$ cat src/rtl/id_inst_queue_pkg.sv
// Shared defaults for the IF/ID instruction queue.
// The top module takes its parameter defaults from here so other pipeline stages can size against the same values.
package id_inst_queue_pkg;

   localparam int IQ_DEPTH  = 4;
   localparam int IQ_PC_W   = 32;
   localparam int IQ_INST_W = 32;

endpackage : id_inst_queue_pkg

$ cat src/rtl/id_iq_mem.sv
// Storage array for the instruction queue: one write port, one asynchronous read port.
// There is no reset; the owner gates the outputs with its occupancy count so stale entries never show.
module id_iq_mem #(
   parameter int DEPTH = 4,
   parameter int WIDTH = 64
) (
   input  logic                     clk,
   input  logic                     we,
   input  logic [$clog2(DEPTH)-1:0] waddr,
   input  logic [WIDTH-1:0]         wdata,
   input  logic [$clog2(DEPTH)-1:0] raddr,
   output logic [WIDTH-1:0]         rdata
);

   logic [WIDTH-1:0] mem [DEPTH];

   always_ff @(posedge clk) begin
      if (we) begin
         mem[waddr] <= wdata;
      end
   end

   assign rdata = mem[raddr];

endmodule : id_iq_mem

$ cat src/rtl/id_inst_queue.sv
// DEPTH-entry FIFO of {pc, inst} pairs between IF and ID. It absorbs the one-cycle instruction SRAM latency,
// decouples IF from ID stalls and drops all queued and in-flight fetches on a branch flush.
module id_inst_queue
   import id_inst_queue_pkg::*;
#(
   parameter int DEPTH  = IQ_DEPTH,
   parameter int PC_W   = IQ_PC_W,
   parameter int INST_W = IQ_INST_W
) (
   input  logic                     clk,
   input  logic                     rst,
   input  logic                     if_valid,
   input  logic [PC_W-1:0]          if_pc,
   output logic                     if_ready,
   input  logic [INST_W-1:0]        inst_sram_rdata,
   input  logic                     flush,
   output logic                     id_valid,
   output logic [PC_W-1:0]          id_pc,
   output logic [INST_W-1:0]        id_inst,
   input  logic                     id_ready,
   output logic [$clog2(DEPTH):0]   count
);

   localparam int AW       = $clog2(DEPTH);
   localparam int CW       = AW + 1;
   localparam int ENTRY_WD = PC_W + INST_W;
   localparam logic [CW:0] DEPTH_L = (CW+1)'(DEPTH);

   logic [AW-1:0]       wr_ptr;
   logic [AW-1:0]       rd_ptr;
   logic                pend_v;
   logic [PC_W-1:0]     pend_pc;
   logic [CW:0]         occupancy;
   logic                accept;
   logic                push;
   logic                pop;
   logic [ENTRY_WD-1:0] head;

   // The fetch in flight already owns a slot, so it counts as occupied; a same-cycle pop is not credited.
   assign occupancy = {1'b0, count} + (CW+1)'(pend_v);
   assign if_ready  = ~flush & (occupancy < DEPTH_L);
   assign accept    = if_valid & if_ready;
   assign push      = pend_v & ~flush;
   assign pop       = id_valid & id_ready & ~flush;

   assign id_valid  = (count != '0);
   assign id_pc     = id_valid ? head[ENTRY_WD-1:INST_W] : '0;
   assign id_inst   = id_valid ? head[INST_W-1:0]        : '0;

   // Track the SRAM read issued last cycle so its data can be paired with its PC on arrival.
   always_ff @(posedge clk or posedge rst) begin
      if (rst) begin
         pend_v  <= 1'b0;
         pend_pc <= '0;
      end else begin
         pend_v <= accept;
         if (accept) begin
            pend_pc <= if_pc;
         end
      end
   end

   // Flush rewinds both pointers and empties the queue, overriding any push or pop that cycle.
   always_ff @(posedge clk or posedge rst) begin
      if (rst) begin
         wr_ptr <= '0;
         rd_ptr <= '0;
         count  <= '0;
      end else if (flush) begin
         wr_ptr <= '0;
         rd_ptr <= '0;
         count  <= '0;
      end else begin
         if (push) begin
            wr_ptr <= wr_ptr + 1'b1;
         end
         if (pop) begin
            rd_ptr <= rd_ptr + 1'b1;
         end
         case ({push, pop})
            2'b10:   count <= count + 1'b1;
            2'b01:   count <= count - 1'b1;
            default: count <= count;
         endcase
      end
   end

   id_iq_mem #(
      .DEPTH (DEPTH),
      .WIDTH (ENTRY_WD)
   ) u_mem (
      .clk   (clk),
      .we    (push),
      .waddr (wr_ptr),
      .wdata ({pend_pc, inst_sram_rdata}),
      .raddr (rd_ptr),
      .rdata (head)
   );

endmodule : id_inst_queue

$ cat config.mk
export PLATFORM = sky130hd
export DESIGN_NAME = id_inst_queue
export DESIGN_NICKNAME = d
export VERILOG_FILES = /design/src/rtl/id_inst_queue_pkg.sv /design/src/rtl/id_iq_mem.sv /design/src/rtl/id_inst_queue.sv
export SDC_FILE = /design/constraint.sdc
export NUM_CORES = 1
export LEC_CHECK = 0
export CORE_UTILIZATION = 30
export CTS_BUF_LIST = sky130_fd_sc_hd__clkbuf_16
export DETAILED_ROUTE_END_ITERATION = 12
export GPL_TIMING_DRIVEN = 0
export PLACE_DENSITY = 0.58
export SETUP_SLACK_MARGIN = 0.5
export SYNTH_ARGS = -nofsm -noshare
export SYNTH_HDL_FRONTEND = slang
export SYNTH_SLANG_ARGS = --single-unit
$ cat constraint.sdc
create_clock -name clk -period 7.5 [get_ports clk]
set_clock_uncertainty 0.1 [all_clocks]
set_input_delay 1.875 -clock clk [delete_from_list [all_inputs] [get_ports clk]]
set_output_delay 1.875 -clock clk [all_outputs]
set_load 0.01 [all_outputs]
## After elaboration in Yosys (flattened, before gate mapping)

Memories as Yosys holds them, arrays and structs flattened.
Index checks and enable logic that the tools add are counted.

- Add/sub/neg operators: 5
- Multiplexer cells: 10
- Eq/ne operators: 2
- Bitwise gates (word level): 6
- Magnitude comparators: 1
- Reduce and logical (&&, ||, !) cells: 4

Operators with widths:

| cell | count |
|---|---|
| 32-bit 2-to-1 mux | 2 |
| 2-bit 2-to-1 mux | 4 |
| 3-bit case mux with 2 select lines | 1 |
| 3-bit nonzero test | 2 |
| 1-bit AND | 5 |
| 2-bit by 1-bit adder with 2-bit output (second input constant) | 2 |
| 3-bit by 1-bit adder with 4-bit output | 1 |
| 4-bit by 3-bit less-than comparator with 1-bit output (second input constant) | 1 |
| 2-bit nonzero test | 2 |
| 3-bit by 1-bit adder with 3-bit output (second input constant) | 1 |
| 3-bit 2-to-1 mux | 1 |
| 3-bit by 1-bit subtractor with 3-bit output (second input constant) | 1 |
| 2-bit by 1-bit == test with 1-bit output (second input constant) | 1 |
| 2-bit == test (second input constant) | 1 |
| 1-bit 2-to-1 mux | 2 |
| 1-bit NOT | 1 |

- Logic and storage cells: 34
- Memory bits (writable): 256
- Memories kept: 1
- Flip-flop bits (word level): 40

Memories:

| name | words | width | rd ports | clocked after memory_dff | write ports | RTL line | RTL |
|---|---|---|---|---|---|---|---|
| u_mem.mem | 4 | 64 | 1 | 0 | 1 | id_iq_mem.sv:15 | `logic [WIDTH-1:0] mem [DEPTH];` |

## Depth between registers and ports, before layout

- Depth in word-level cells: 6
- Depth in mapped cells: 8
- Gate-level depth less buffers: 7

## Hierarchy

A second synthesis with hierarchy kept.

- Cell total of the unflattened synthesis: 519
- Area, all modules: 11534.8 µm²

Modules (own cells, without submodules):

| module | sequential area each (µm²) | area an instance (µm²) | cells each | times used |
|---|---|---|---|---|
| id_iq_mem | 7687.4 | 9341.5 | 338 | 1 |
| id_inst_queue | 1001.0 | 2193.4 | 181 | 1 |

## Worst setup path after synthesis

No wires, ideal clock.

- Kind: input -> output
- Start: in flush
- End: out if_ready
- Stages on the path: 2
- Data required time: 5525 ps
- Data arrival time: 2310 ps
- Setup slack: 3215 ps
- Path buffers: 1
- Path through: buf_2 -> a311oi_4

- Cells in the longest elaborated chain, start to end: 2

Ends and longest elaborated chain:

| item | RTL line | RTL |
|---|---|---|
| start, declared | id_inst_queue.sv:16 | `input logic flush,` |
| 1-bit NOT | id_inst_queue.sv:41 | `assign if_ready = ~flush & (occupancy < DEPTH_L);` |
| 1-bit AND | id_inst_queue.sv:41 |  |
| end, declared | id_inst_queue.sv:14 | `output logic if_ready,` |

No other way between the ends.

## Final worst setup path

- Start: reg count[0]
- End: out id_pc[28]

- Cells in the longest elaborated chain, start to end: 2

Ends and longest elaborated chain:

| item | RTL line | RTL |
|---|---|---|
| start, declared | id_inst_queue.sv:21 | `output logic [$clog2(DEPTH):0] count` |
| start signal, assigned | id_inst_queue.sv:81 | `2'b10: count <= count + 1'b1;` |
| start signal, assigned | id_inst_queue.sv:82 | `2'b01: count <= count - 1'b1;` |
| start signal, assigned | id_inst_queue.sv:83 | `default: count <= count;` |
| 3-bit nonzero test | id_inst_queue.sv:46 | `assign id_valid = (count != '0);` |
| 32-bit 2-to-1 mux | id_inst_queue.sv:47 | `assign id_pc = id_valid ? head[ENTRY_WD-1:INST_W] : '0;` |
| end, declared | id_inst_queue.sv:18 | `output logic [PC_W-1:0] id_pc,` |

No other way between the ends.

==> impl_metrics.env <==
export IMPL_global_route_overflow_total=0
export IMPL_synth_adder_area_share=0.00609
export IMPL_post_synth_mux_area_share=0.169
export IMPL_io_buffer_count=136
export IMPL_hold_path_class="reg -> reg"
export IMPL_initial_core_util=0.305
export IMPL_synth_top_family_by_area="multiplexers"
export IMPL_hold_viol=0
export IMPL_worstSetupStartpointType="flip-flop"
export IMPL_largest_net_degree_at_the_start_of_global_routing=45
export IMPL_crit_path_capture_type="primary output"
export IMPL_floorplan_die_width_microns=198
export IMPL_cts_htree_levels=2
export IMPL_drt_wirelength_per_cell_microns=19.1
export IMPL_setup_reg_to_reg_worst_slack_ns=5.17
export IMPL_route_vias_total=5412
export IMPL_clock_fmax_ghz=0.197
export IMPL_antenna_found_initial=1
export IMPL_critical_path_required_ns=5.53
export IMPL_power_density_nw_per_um2=339
export IMPL_post_drt_via_cell_ratio=4.36
export IMPL_drt_initial_drc_count=146
export IMPL_layout_area_overhead_vs_synth_pct=28.4
export IMPL_clk_transition_reported_paths_ns=0.06
export IMPL_die_area_sq_um=39100
export IMPL_cts_root_to_sink_buffers=3
export IMPL_synth_most_common_cell="sky130_fd_sc_hd__edfxtp_1"
export IMPL_fp_dieH_microns=198
export IMPL_grt_setup_unrepaired="false"
export IMPL_floorplan_io_pins=138
export IMPL_fill_cells=3482
export IMPL_tritoncts="done"
export IMPL_setup_violations_final=0
export IMPL_coreArea_sq_um=37700
export IMPL_report_final_slew_viol_count=0
export IMPL_finalInstanceArea_sq_um=14800
export IMPL_max_vdd_ir_drop_mv=0.141
export IMPL_synthesis_nets=602
export IMPL_clock_sink_count=296
export IMPL_whs_ns=0.414
export IMPL_tns_ns=0
export IMPL_final_antenna_net_count=0
export IMPL_count_of_mapped_cells_out_of_synthesis=528
export IMPL_yosysSeqAreaShare=0.755
export IMPL_synthTopCellsByCount="sky130_fd_sc_hd__edfxtp_1, sky130_fd_sc_hd__and2_1, sky130_fd_sc_hd__mux4_2, sky130_fd_sc_hd__dfrtp_1, sky130_fd_sc_hd__mux2_4"
export IMPL_post_cts_repair_timing_setup_buffer_count=0
export IMPL_max_slew_worst_pin_slew_ns=0.767
export IMPL_synth_top_flop_cell="sky130_fd_sc_hd__edfxtp_1"
export IMPL_synth_xor_area_frac=0.00533
export IMPL_setup_worst_path_class="reg -> out"
export IMPL_layout_worst_path_cycle_share=0.677
export IMPL_final_nets=779
export IMPL_number_of_antenna_cells_inserted=0
export IMPL_yosysTopAreaCell="sky130_fd_sc_hd__edfxtp_1"
export IMPL_post_cts_resize_count=0
export IMPL_grt_first_pass_wirelength_microns=35900
export IMPL_drt_total_wl_microns=23700
export IMPL_max_cap_viol_count=0
export IMPL_drt_pass1_iter_count=4
export IMPL_async_flop_share=0.135
export IMPL_clk_latency_ns=0.50
export IMPL_ctsHoldBuffers=0
export IMPL_synth_ff_latch_count=296
export IMPL_critPathMaxFanout=10
export IMPL_postSynthAreaPerCell_sq_um=21.8
export IMPL_post_route_cells_drive_above_1_share=0.229
export IMPL_power_consumption_uw=5000
export IMPL_cts_root_buf="sky130_fd_sc_hd__clkbuf_16"
export IMPL_worst_slew_margin_rel=0.488
export IMPL_post_synth_and_or_nand_nor_area_fraction=0.0435
export IMPL_groute_usage_overall=0.124
export IMPL_synth_enable_flop_cells=256
export IMPL_post_synth_main_area_contributors="sky130_fd_sc_hd__edfxtp_1, sky130_fd_sc_hd__mux4_2, sky130_fd_sc_hd__dfrtp_1"
export IMPL_synth_distinct_cells=33
export IMPL_grt_pass1_vias=5886
export IMPL_place_congestion=0.661
export IMPL_placed_area_sq_um=13600
export IMPL_dr_drc_count=0
export IMPL_dp_hpwl_microns=14200
export IMPL_placement_rows=71
export IMPL_mappedNetlistArea_sq_um=11500
export IMPL_netlist_area_leader_share=0.668
export IMPL_yosysWarningCount=0
export IMPL_utilization=0.392
export IMPL_worst_endpoint_arrival_ns=3.10
export IMPL_run_status="complete, no violations"
export IMPL_static_leakage_uw=0.00496
export IMPL_tritoncts_num_buffers=34
export IMPL_complex_gate_fraction_of_the_synthesized_area=0.00609
export IMPL_finalWorstPathRequiredPeriod_ns=5.07
path summary, 6_finish.rpt:
kind                              from          endpoint  cells after the start
hold reg to reg            pend_pc[12]  u_mem.mem[2][44]                      0
max in group asynchronous          rst         rd_ptr[1]                      3
setup reg to reg                pend_v   u_mem.mem[2][5]                      4
min in group asynchronous          rst       pend_pc[26]                      2
hold / removal             pend_pc[12]  u_mem.mem[2][44]                      0
setup / recovery              count[0]         id_pc[28]                      5
flip-flops by register name, summed over array words and instances, names as in the netlist:
| name | cells |
|---|---|
| wr_ptr | 2 |
| rd_ptr | 2 |
| pend_v | 1 |
| count | 3 |
| pend_pc | 32 |
| u_mem.mem | 256 |
through the flow:
stage	setup slack, ns	instances
after floorplan	3.22	528
after global placement	1.65	1175
after detailed placement	2.57	1180
after CTS	2.22	1241
after global routing	2.09	1241
final	2.43	1241
metal layers:
| metal | routed length, microns | part of all wire | GRT usage |
|---|---|---|---|
| met1 | 10300 | 0.43 | 0.154 |
| met2 | 11900 | 0.50 | 0.216 |
| met3 | 1130 | 0.048 | 0.0298 |
| met4 | 417 | 0.018 | 0.0324 |
| met5 | 8 | 0.00034 | 0 |
kinds of logic (layout without fill, tap and decap cells):
| family | count (synthesis) | in the layout |
|---|---|---|
| flops | 296 | 296 |
| mux | 99 | 99 |
| simple gates | 83 | 83 |
| buf+inv | 31 | 233 |
| compound gates | 7 | 7 |
| xor+xnor | 7 | 7 |
| fa+ha+maj | 5 | 5 |
cell usage in the layout (no fill, tap or decap), drive strengths merged:
master         netlist  layout
edfxtp             256     256
clkdlybuf4s50        0     136
and2                68      68
mux4                64      64
clkbuf              10      47
dfrtp               40      40
mux2                33      33
buf                 17      22
inv                  4      13
clkinv               0      10
nor2                 7       7
xnor2                5       5
ha                   4       4
bufinv               0       4
xor2                 2       2
mux2i                2       2
a21oi                2       2
nand2                2       2
a311oi               1       1
o31ai                1       1
a22oi                1       1
nor3                 1       1
or3                  1       1
nor2b                1       1
nand3                1       1
nand2b               1       1
o21ai                1       1
or4b                 1       1
a22o                 1       1
fa                   1       1
clkinvlp             0       1
critical path, stage by stage, from the launching register on:
cell                              delay (ns)
sky130_fd_sc_hd__dfrtp_1                0.52
sky130_fd_sc_hd__or3_1                  0.22
sky130_fd_sc_hd__clkbuf_1               0.60
sky130_fd_sc_hd__clkbuf_1               0.44
sky130_fd_sc_hd__and2_1                 0.22
sky130_fd_sc_hd__clkdlybuf4s50_1        0.59
where the power goes:
| group | total (uW) | internal [uW] | switching [uW] |
|---|---|---|---|
| clock network | 1650 | 1020 | 625 |
| logic | 1310 | 745 | 565 |
| registers | 2050 | 1960 | 89.5 |
final cells by class:
class	count	area (sq um)	area share
clock inverters	24	203	0.0137
well taps	511	639	0.0433
multi-input cells	201	2650	0.180
repair buffers	141	1480	0.100
plain buffers	27	158	0.0107
flip-flops and latches	296	8690	0.588
clock buffers	37	926	0.0627
inverters	4	15.0	0.00102
Power figures use the tool's default switching activity.
